**src/rtl/piano_pkg.sv**
```systemverilog
// piano_pkg: shared types and constants for the piano note encoder.
// Key count, "no note" code, note code type, FSM states, width helper.
package piano_pkg;

  localparam int NUM_KEYS = 8;

  typedef logic [3:0] note_t;

  localparam note_t NOTE_NONE = 4'hF;

`ifdef NOTE_SUSTAIN_EN
  typedef enum logic [1:0] {
    IDLE    = 2'd0,
    PLAY    = 2'd1,
    SUSTAIN = 2'd2
  } state_t;
`else
  typedef enum logic [1:0] {
    IDLE = 2'd0,
    PLAY = 2'd1
  } state_t;
`endif

  // Counter width for a counter that counts 0..n-1 (at least 1 bit).
  function automatic int cnt_w(input int n);
    return (n > 1) ? $clog2(n) : 1;
  endfunction

endpackage

```
**src/rtl/key_debounce.sv**
```systemverilog
// key_debounce: 2-flop synchronizer plus counter debouncer for one key.
// Ports: clk, rst_n (async low), key (raw level), db (debounced level).
module key_debounce
  import piano_pkg::*;
#(
  parameter int DEBOUNCE_CYCLES = 250000
) (
  input  logic clk,
  input  logic rst_n,
  input  logic key,
  output logic db
);

  localparam int CW = cnt_w(DEBOUNCE_CYCLES);
  localparam logic [CW-1:0] LAST = CW'(DEBOUNCE_CYCLES - 1);

  logic          s1;
  logic          s2;
  logic [CW-1:0] cnt;

  // The debounced level only moves after DEBOUNCE_CYCLES
  // consecutive samples that disagree with it.
  always_ff @(posedge clk or negedge rst_n) begin
    if (!rst_n) begin
      s1  <= 1'b0;
      s2  <= 1'b0;
      db  <= 1'b0;
      cnt <= '0;
    end else begin
      s1 <= key;
      s2 <= s1;
      if (s2 == db) begin
        cnt <= '0;
      end else if (cnt == LAST) begin
        db  <= s2;
        cnt <= '0;
      end else begin
        cnt <= cnt + 1'b1;
      end
    end
  end

endmodule

```
**src/rtl/note_encoder.sv**
```systemverilog
// note_encoder: debounced 8-key priority encoder with note FSM.
// Ports: clk, rst_n, key[7:0] -> note[3:0], note_change, playing.
// Optional macro NOTE_SUSTAIN_EN adds a SUSTAIN hold state.
module note_encoder
  import piano_pkg::*;
#(
  parameter int DEBOUNCE_CYCLES = 250000,
  parameter int SUSTAIN_CYCLES  = 5000000
) (
  input  logic                clk,
  input  logic                rst_n,
  input  logic [NUM_KEYS-1:0] key,
  output note_t               note,
  output logic                note_change,
  output logic                playing
);

  if (DEBOUNCE_CYCLES < 1 || SUSTAIN_CYCLES < 1) begin : g_bad_param
    $error("note_encoder: cycle parameters must be >= 1");
  end

  logic [NUM_KEYS-1:0] db;

  for (genvar i = 0; i < NUM_KEYS; i++) begin : g_key
    key_debounce #(
      .DEBOUNCE_CYCLES(DEBOUNCE_CYCLES)
    ) u_db (
      .clk  (clk),
      .rst_n(rst_n),
      .key  (key[i]),
      .db   (db[i])
    );
  end

  // Lowest pressed index wins.
  note_t win;
  logic  any;

  always_comb begin
    win = NOTE_NONE;
    for (int i = NUM_KEYS - 1; i >= 0; i--) begin
      if (db[i]) win = note_t'(i);
    end
  end

  assign any = |db;

  state_t state;
  state_t state_n;
  note_t  note_n;

`ifdef NOTE_SUSTAIN_EN
  localparam int SCW = cnt_w(SUSTAIN_CYCLES);
  localparam logic [SCW-1:0] SLAST = SCW'(SUSTAIN_CYCLES - 1);

  logic [SCW-1:0] scnt;
  logic [SCW-1:0] scnt_n;
`endif

  always_comb begin
    state_n = state;
    note_n  = note;
`ifdef NOTE_SUSTAIN_EN
    scnt_n  = scnt;
`endif
    unique case (state)
      IDLE: begin
        note_n = NOTE_NONE;
        if (any) begin
          state_n = PLAY;
          note_n  = win;
        end
      end
      PLAY: begin
        if (any) begin
          note_n = win;
        end else begin
`ifdef NOTE_SUSTAIN_EN
          state_n = SUSTAIN;
          scnt_n  = '0;
`else
          state_n = IDLE;
          note_n  = NOTE_NONE;
`endif
        end
      end
`ifdef NOTE_SUSTAIN_EN
      SUSTAIN: begin
        if (any) begin
          state_n = PLAY;
          note_n  = win;
          scnt_n  = '0;
        end else if (scnt == SLAST) begin
          state_n = IDLE;
          note_n  = NOTE_NONE;
          scnt_n  = '0;
        end else begin
          scnt_n = scnt + 1'b1;
        end
      end
`endif
      default: begin
        state_n = IDLE;
        note_n  = NOTE_NONE;
      end
    endcase
  end

  always_ff @(posedge clk or negedge rst_n) begin
    if (!rst_n) begin
      state       <= IDLE;
      note        <= NOTE_NONE;
      note_change <= 1'b0;
      playing     <= 1'b0;
    end else begin
      state       <= state_n;
      note        <= note_n;
      note_change <= (note_n != note);
      playing     <= (note_n != NOTE_NONE);
    end
  end

`ifdef NOTE_SUSTAIN_EN
  always_ff @(posedge clk or negedge rst_n) begin
    if (!rst_n) scnt <= '0;
    else        scnt <= scnt_n;
  end
`endif

endmodule

```
**config.mk**
```make
export PLATFORM = sky130hd
export DESIGN_NAME = note_encoder
export DESIGN_NICKNAME = d
export VERILOG_FILES = /design/src/rtl/piano_pkg.sv /design/src/rtl/key_debounce.sv /design/src/rtl/note_encoder.sv
export SDC_FILE = /design/constraint.sdc
export NUM_CORES = 1
export LEC_CHECK = 0
export ABC_AREA = 1
export CAP_MARGIN = 40
export CELL_PAD_IN_SITES_DETAIL_PLACEMENT = 1
export CELL_PAD_IN_SITES_GLOBAL_PLACEMENT = 1
export CORE_ASPECT_RATIO = 0.7
export CORE_MARGIN = 10
export CORE_UTILIZATION = 25
export DETAILED_ROUTE_END_ITERATION = 10
export PLACE_DENSITY = 0.49
export SYNTH_ARGS = -nofsm -noshare
export SYNTH_HDL_FRONTEND = slang
export SYNTH_SLANG_ARGS = --single-unit
```
**constraint.sdc**
```tcl
create_clock -name clk -period 1.4 [get_ports clk]
set_clock_uncertainty 0.2 [all_clocks]
set_input_delay 0.35 -clock clk [delete_from_list [all_inputs] [get_ports clk]]
set_output_delay 0.35 -clock clk [all_outputs]
set_load 0.05 [all_outputs]
```
---- Word-level counts from Yosys, hierarchy flattened ----
Cells that the tools add are included.
storage, ports and cells
  register bits ........................... 176
  input bits .............................. 10
  output and inout port bits .............. 6
  word-level logic and storage cells ...... 114
cells by class
  $add $sub $neg .......................... 8
  equal/unequal tests ..................... 21
  muxes and demuxes ....................... 29
  bitwise logic cells ..................... 8
  reductions and logical operators ........ 12
operators by type and width
  cell                                                             number
  18-bit two-way mux                                               16
  18-bit by 1-bit adder with 18-bit output, second input constant  8
  18-bit == test, second input constant                            8
  4-bit two-way mux                                                10
  2-bit AND reduction                                              9
  1-bit == test                                                    8
  1-bit inverter                                                   8
  8-bit OR reduction                                               1
  2-bit two-way mux                                                2
  2-bit inequality test, second input constant                     2
  4-bit inequality test                                            1
  4-bit inequality test, second input constant                     1
  2-bit case mux with 2 select lines                               1
  2-bit by 1-bit == test with 1-bit output, second input constant  1
  2-bit logical NOT                                                1
  2-bit OR reduction                                               1

---- Logic depth before layout (Yosys ltp) ----
Gate-level depths: netlist of run 1.
  depth after elaboration ................. 11
  gate-level depth with buffers ........... 9
  depth with buffers taken out ............ 9

---- Cells and area by module ----
A second synthesis of run 1 with hierarchy kept.
unflattened totals
  cells, all modules ...................... 1187
  area, all modules ....................... 9411.5 µm²
by module, submodules not included
  module                             times used  cells each  area each (µm²)  sequential area each (µm²)
  key_debounce at g_key[0].u_db ...  7           143         1136.1           525.5
  key_debounce at g_key[3].u_db      1           140         1104.8           525.5
  note_encoder                       1           46          354.1            155.1

---- Worst setup path after synthesis of run 1 ----
OpenSTA, ideal clock, no wires.
  path type ............................... reg2reg
  from .................................... reg g_key[0].u_db.cnt[0]
  to ...................................... reg g_key[0].u_db.cnt[15]
  library setup time ...................... 0.120 ns
  data arrival time ....................... 1.212 ns
  data required time ...................... 1.080 ns
  slack ................................... -0.132 ns
  cell stages (with the launch flop) ...... 9
  path buffers ............................ 0
  period minus slack after synthesis ...... 1.532 ns
  path through ............................ dfrtp_1 > ha_1 > nand2_1 > nor2_4 > nand2_1 > nor2_2 > nand2_1 > nand2_2 > nor2_1
on the way
  word-level cells in the longest chain between the ends .. 3
  elaborated cells between the ends (all ways) .. 4
  those cells by class .................... add/sub: 1; eq/ne: 1; mux: 2
RTL lines
  what                                                                               line                                    text
  from (decl)                                                                        key_debounce.sv:19                      logic [CW-1:0] cnt;
  from (signal assigned)                                                             key_debounce.sv:38                      cnt <= cnt + 1'b1;
  18-bit by 1-bit adder with 18-bit output / 18-bit == test (equally long branches)  key_debounce.sv:38, key_debounce.sv:34
  18-bit two-way mux (*)                                                             key_debounce.sv:34                      end else if (cnt == LAST) begin
  18-bit two-way mux (*)                                                             key_debounce.sv:32                      if (s2 == db) begin
Every way passes the cells marked *; elsewhere a longest branch is shown, timed or not.
A chain may end at the register's enable or synchronous reset.

---- Worst setup path in the final report of run 1 ----
  from .................................... reg note[1]
  to ...................................... out note[1]
RTL lines
  what                    line                 text
  from (decl)             note_encoder.sv:13   output note_t note,
  from (signal assigned)  note_encoder.sv:117  note <= note_n;
No word-level cell between the ends.

==> impl_results.md, run 1 <==
* Initial DRC count at around 360
* Critical path arrival at between 1 and 1.5 ns
* Crit path launch type: register
* CP Buf/Inv Count at 1
* Die ar. at ~45000 um2
* Via/cell ratio at approximately 4.3
* Cell depth of the worst setup path at 1
* Logic pwr share at 7.2%
* NetSw at roughly 2900 uW
* # DRC at 0
* Clock sink count at 174
* Crit-path slowest cell: dfstp_2
* Gpl congestion at slightly above 0.8
* Rows at 59
* Max Slew Vio Count at 0
* GRT overflow at 0
* R2R depth at 8
* Root Driver: clkbuf_16
* Layout cell share with drive strength beyond 1 at about half
* Core ar. at around 37000 um2
* Initial antenna violation count at 0
* Initial core utilization at 25.2%
* Post-synthesis cell area at 9300 um2
* Fmax at 0.584 GHz
* Hold path depth at 1
* Leakage at 0.00719 uW
* Fill cells at 4330
* Status: complete, but fails checks
* Slew headroom at approximately 76%
* Pre-CTS setup slack at -0.326 ns
* VDD IR max at between 0.0008 and 0.0009 V
* Post-synthesis sequential area ratio at ~47%
* IO Pins at 16
* Yosys reg bits at approximately 170
* Drt first pass iters at 4
* Violated checks: negative setup slack
* Setup violations, final at roughly 150
* Total Wirelength at 31.2 mm
* Worst Path Max Fanout at 3
* Crit path capture type: primary output
* Max-cap viol count at 0
* Pin count of the biggest net entering global routing at 28
* Synth Instances at 1230
* WS Path Type: register to primary output
* Cell variety after synth at 33
* Tmin final at ~1.7 ns
* Final worst setup slack at -0.313 ns
* Pint at ~8500 uW
* Clock buffer depth at 2
* Reg clk slew, reported paths at 0.08 ns
* CTS H-tree lvls at 4
* Final instance area at 15900 um2
* Post-DRT Antenna Nets at 0
* Dpl hpwl at 22.4 mm
* Delay-heaviest family, CP: flip-flops
* Worst Hold Class: input port to register
* Via count at roughly 9000
* Hold Violations, Final at 0
* Height of the die at approximately 180 um
* Critical Path, Cell by Cell: buf_12
* Mean routed wirelength per cell at 14.6 um
* Switching Fraction at 25.2%
* Clk pwr share at a little under half
* Clk Latency, worst-skew pair at around 0.46 ns
* Critical Path RT at between 0.8 and 0.9 ns
* Nets@finish at 1655
* Final cycle utilization of the critical path at 122%
* Slew @ Worst Pin at between 0.3 and 0.4 ns
* PD cells at approximately 710 nW/um2
* Die Span X at 251 um
* Mean Syn Cell Area at ~7.6 um2
* TritonCTS Buffers at 17
* Ys Warns at 0
* Inserted Diodes at 0
* # port buffers at 15
* Unrepaired setup endpoints after global routing: true
* CTS tree: done
* Area Overhead vs Synth at 71.5%
* Seq pwr share at between 40 and 50%
* Placed instance area at 12600 um2
* Syn nets at about 1200
* Vias in the first global route at between 9000 and 10000
* CP max stage delay at approximately 0.57 ns
* GR Util All Layers at about 14%
* First-pass GRT wire length at 50.6 mm
==> per-stage QoR <==
step	power (uW)	hold WS (ns)	utilization, %	setup TNS (ns)	instances
after floorplan	5430	-0.146	-	-5.67	1230
after global placement	5810	0.0934	34.0	-18.97	2024
after detailed placement	5830	0.0861	34.0	-24.64	2024
after CTS	11500	0.0894	39.9	-20.60	2100
after global routing	11900	0.0875	43.2	-35.19	2138
final	11400	0.121	43.2	-22.03	2138
==> power groups by stage <==
| stage | sequential, uW | combinational [uW] | clock [uW] |
|---|---|---|---|
| finish | 5210 | 815 | 5350 |
| global route | 5220 | 902 | 5780 |
| CTS | 5190 | 727 | 5550 |
| detailed placement | 5260 | 563 | 0 |
| global placement | 5260 | 553 | 0 |
| floorplan | 5260 | 168 | 0 |
==> cell usage after synthesis (all sizes together) <==
cell type | count | area share [%]
a211oi | 7 | 0.57
a21oi | 26 | 1.4
a31o | 1 | 0.094
buf | 1 | 0.054
clkbuf | 2 | 0.081
dfrtp | 170 | 46
dfstp | 4 | 1.1
ha | 8 | 1.1
inv | 136 | 5.5
nand2 | 318 | 13
nand3 | 63 | 3.4
nand3b | 8 | 0.65
nand4 | 19 | 1.3
nor2 | 332 | 15
nor3 | 28 | 1.9
nor3b | 7 | 0.57
o211ai | 1 | 0.081
o21ai | 22 | 1.3
o21bai | 7 | 0.57
o22ai | 2 | 0.13
or2 | 1 | 0.067
xnor2 | 16 | 1.7
xor2 | 51 | 4.8
==> logic make-up after synthesis <==
logic type,count (synthesis),share of synthesized area (%)
fa+ha+maj,8,1.08
flops,174,46.9
buf+inv,139,5.62
simple gates,776,35.8
xor+xnor,67,6.55
compound gates,66,4.10
==> flip-flops by register name, indices dropped and copies added (netlist names) <==
name and cells:
g_key.u_db.cnt 144, g_key.u_db.s1 8, playing 1, note_change 1
note 4, g_key.u_db.db 8, g_key.u_db.s2 8
==> final timing paths <==
kind | slack, ns | start | endpoint
max | -0.31 | note[1] | note[1]
min | 0.12 | key[6] | g_key[6].u_db.s1
max reg2reg | -0.25 | g_key[7].u_db.cnt[0] | g_key[7].u_db.cnt[12]
min reg2reg | 0.15 | g_key[6].u_db.s1 | g_key[6].u_db.s2
max in group asynchronous | 0.28 | rst_n | note[3]
min in group asynchronous | 0.16 | rst_n | g_key[4].u_db.cnt[10]
==> area by class of cell <==
class | instances | area, um2 | area share, %
multi-input cells | 917 | 6310 | 39.6
flip-flops and latches | 174 | 4390 | 27.5
repair buffers | 391 | 3470 | 21.8
well taps | 488 | 611 | 3.83
inverters | 136 | 526 | 3.30
clock buffers | 17 | 425 | 2.67
clock inverters | 15 | 209 | 1.31
==> layer usage <==
metal  up-vias  routed length [um]  track usage, %
met5         -                   0               0
met4         0                 353            3.25
met3        21                 634            2.52
met2        43               14700            21.4
met1      4555               15500            18.9
li1       4655                   -               -
==> cell usage in the layout, fill, tap and decap left out, types with 9 or more instances in the layout <==
cell type,instances
nor3_2,12
o21ai_1,12
nand3_4,17
nand3_1,23
nand2_4,36
nand4_1,19
nor3_1,9
buf_4,287
nor2_4,74
a21oi_2,14
nand2_2,46
dfrtp_1,147
dfrtp_2,23
buf_12,18
xor2_1,44
nand3_2,23
clkbuf_16,17
nor2_1,201
inv_2,16
buf_6,76
inv_1,115
nor2_2,57
nand2_1,231
==> timing repair <==
| item | CTS | global route |
|---|---|---|
| pin swaps | 123 | 146 |
| hold buffers | 1 | 0 |
| resized for setup | 306 | 238 |
| buffers inserted | 46 | 46 |
| hold endpoints to repair | 170 | 0 |
| setup endpoints to repair | 151 | 158 |
(Power assumes the default switching activity.)
==> run 2: changes to the inputs <==
Settings changed: REMOVE_ABC_BUFFERS set to 1, SKIP_LAST_GASP set to 1.
==> run 2 against run 1 <==
- the flow still finishes with violations (negative setup slack)
- largest power group is now sequential cells
- total power down 6.4%
- register-to-register slack worse by 0.02 ns
- sequential power hardly changed
- sequential cell count is the same
==> impl_results.md, run 2 (synthesized netlist as in run 1, its figures left out) <==
* IO Pins at 16 (unchanged)
* Placed instance area at 12300 um2 (-2.3%)
* Number of flip-flops in the largest register at 144 (unchanged)
* Worst Path Max Fanout at 2 (-1)
* Final worst setup slack at -0.308 ns (+0.00551 ns)
* Slew @ Worst Pin at 0.346 ns (-0.0148 ns)
* Tmin final at 1.71 ns (-0.00551 ns)
* Hold path depth at 1 (unchanged)
* Vias in the first global route at 9530 (-3.0%)
* Inserted Diodes at 0 (unchanged)
* R2R depth at 9 (+1)
* # port buffers at 15 (unchanged)
* CTS tree: done
* Crit-path slowest cell: dfstp_2
* First-pass GRT wire length at 49.6 mm (-1.9%)
* Drt first pass iters at 6 (+2)
* Initial core utilization at 25.2% (unchanged)
* Critical Path RT at 0.85 ns (about the same)
* Power Total at 10600 uW (-6.4%)
* Reg clk slew, reported paths at 0.07 ns (about the same)
* Worst setup path start: note[0]
* CP Buf/Inv Count at 1 (unchanged)
* WS Path Type: register to primary output
* Initial DRC count at 395 (+11%)
* Height of the die at 181 um (unchanged)
* CTS H-tree lvls at 4 (unchanged)
* Pin count of the biggest net entering global routing at 44 (+57%)
* Post-DRT Antenna Nets at 0 (unchanged)
* Final cycle utilization of the critical path at 122% (-0.39 points)
* Rows at 59 (unchanged)
* Clock sink count at 174 (unchanged)
* Violated checks: negative setup slack
* Root Driver: clkbuf_16
* Status: complete, but fails checks
* Layout cell share with drive strength beyond 1 at 48.3% (-0.23 points)
* Crit path launch type: register
* Gpl congestion at 0.802 (-1.3%)
* Seq pwr share at 48.9% (+3.1 points)
* Min-delay src: key[0]
* Setup violations, final at 146 (unchanged)
* Slew headroom at 76.9% (+0.99 points)
* NetSw at 2700 uW (-5.6%)
* Logic pwr share at 7.5% (+0.3 points)
* Delay-heaviest family, CP: flip-flops
* GRT overflow at 0 (unchanged)
* CP max stage delay at 0.56 ns (about the same)
* FF-to-FF End: g_key[7].u_db.cnt[15]
* Dpl hpwl at 22.0 mm (-1.8%)
* Clk Latency, worst-skew pair at 0.46 ns (about the same)
* Unrepaired setup endpoints after global routing: true
* Max-cap viol count at 0 (unchanged)
* Most common cell after layout, fill and taps aside: buf_4
* Clk pwr share at 43.6% (-3.4 points)
* Via/cell ratio at 4.30 (-0.92%)
* Worst Hold Class: input port to register
* Pint at 7940 uW (-6.6%)
* Crit path capture type: primary output
* # DRC at 0 (unchanged)
* WHS Endpoint: g_key[0].u_db.s1
* TritonCTS Buffers at 17 (unchanged)
* VDD IR max at 0.000928 V (+7.4%)
* Switching Fraction at 25.4% (+0.20 points)
* Total Wirelength at 30.3 mm (-3.1%)
* Die Span X at 251 um (unchanged)
* Most frequent cells in the layout: buf_4, nand2_1, nor2_1, dfrtp_1, inv_1
* Nets@finish at 1636 (-1.1%)
* Core ar. at 36900 um2 (unchanged)
* Final instance area at 15600 um2 (-2.5%)
* Max Slew Vio Count at 0 (unchanged)
* Hold Violations, Final at 0 (unchanged)
* Die ar. at 45400 um2 (unchanged)
* Biggest register: g_key.u_db.cnt
* Fmax at 0.586 GHz (+0.32%)
* Critical Path, Cell by Cell: buf_12
* Via count at 9107 (-1.8%)
* Clock buffer depth at 2 (unchanged)
* Initial antenna violation count at 0 (unchanged)
* GR Util All Layers at 13.3% (-0.28 points)
* PD cells at 684 nW/um2 (-4.0%)
* Leakage at 0.00692 uW (-3.7%)
* Critical path arrival at 1.16 ns (about the same)
* Fill cells at 4339 (+0.21%)
* Area Overhead vs Synth at 67.2%
* Mean routed wirelength per cell at 14.3 um (-2.2%)
* Reg2reg setup slack at -0.27 ns (-0.02 ns)
* RR Startpoint: g_key[7].u_db.cnt[1]
run 2: changes by cell type in the layout (fill, tap and decap cells not counted), moves of 6 or more:
cell | before | now
buf_12 | 18 | 11
buf_4 | 287 | 281
buf_6 | 76 | 70
nand2_2 | 46 | 55
nor2_1 | 201 | 192
nor2_2 | 57 | 66
nor3_1 | 9 | 3
nor3_2 | 12 | 18
run 2: what timing repair did:
| item | CTS | global route |
|---|---|---|
| pin swaps | 132 | 166 |
| buffers inserted | 42 | 51 |
| gates resized for setup | 316 | 256 |
| setup endpoints to repair | 152 | 158 |
| endpoints found under the hold margin | 171 | 0 |
| hold buffers | 1 | 0 |
run 2: layer usage:
layer	track usage, %	vias up	share of wire (%)
li1	-	4622	-
met1	19.2	4428	52
met2	20.1	38	45
met3	2.33	19	1.8
met4	3.32	0	0.93
met5	0	-	0
run 2: through the flow:
stage / setup WS, ns / cells / TNS, ns / util, % / hold WS [ns]
4_1_cts: -0.362 / 2082 / -21.53 / 38.8 / 0.0950
3_5_place_dp: -0.348 / 2010 / -27.25 / 33.3 / 0.0571
6_report: -0.308 / 2119 / -23.27 / 42.1 / 0.130
3_3_place_gp: -0.309 / 2010 / -23.63 / 33.3 / 0.0539
5_1_grt: -0.364 / 2119 / -36.35 / 42.1 / 0.105
2_1_floorplan: -0.132 / 1227 / -8.07 / - / -0.146
run 2: worst max-delay path by stage:
| stage | endpoint | cells after the start |
|---|---|---|
| floorplan | g_key[0].u_db.cnt[15] | 8 |
| global placement | g_key[1].u_db.cnt[7] | 8 |
| detailed placement | g_key[1].u_db.cnt[15] | 8 |
| CTS | note[0] | 1 |
| global route | g_key[7].u_db.cnt[15] | 9 |
| finish | note[0] | 1 |
run 2: cell type report:
type	count	area [um2]	area share, %
Sequential cell	174	4390	28.2
Clock inverter	12	114	0.732
Tap cell	488	611	3.93
Timing Repair Buffer	372	3220	20.7
Inverter	136	526	3.38
Multi-Input combinational cell	917	6260	40.2
Clock buffer	20	437	2.81
run 2: power groups by stage:
stage | registers [uW] | logic [uW] | clock network (uW)
final | 5210 | 794 | 4640
after global routing | 5210 | 885 | 5060
after floorplan | 5250 | 157 | 0
after CTS | 5190 | 666 | 4860
after detailed placement | 5260 | 535 | 0
after global placement | 5250 | 529 | 0
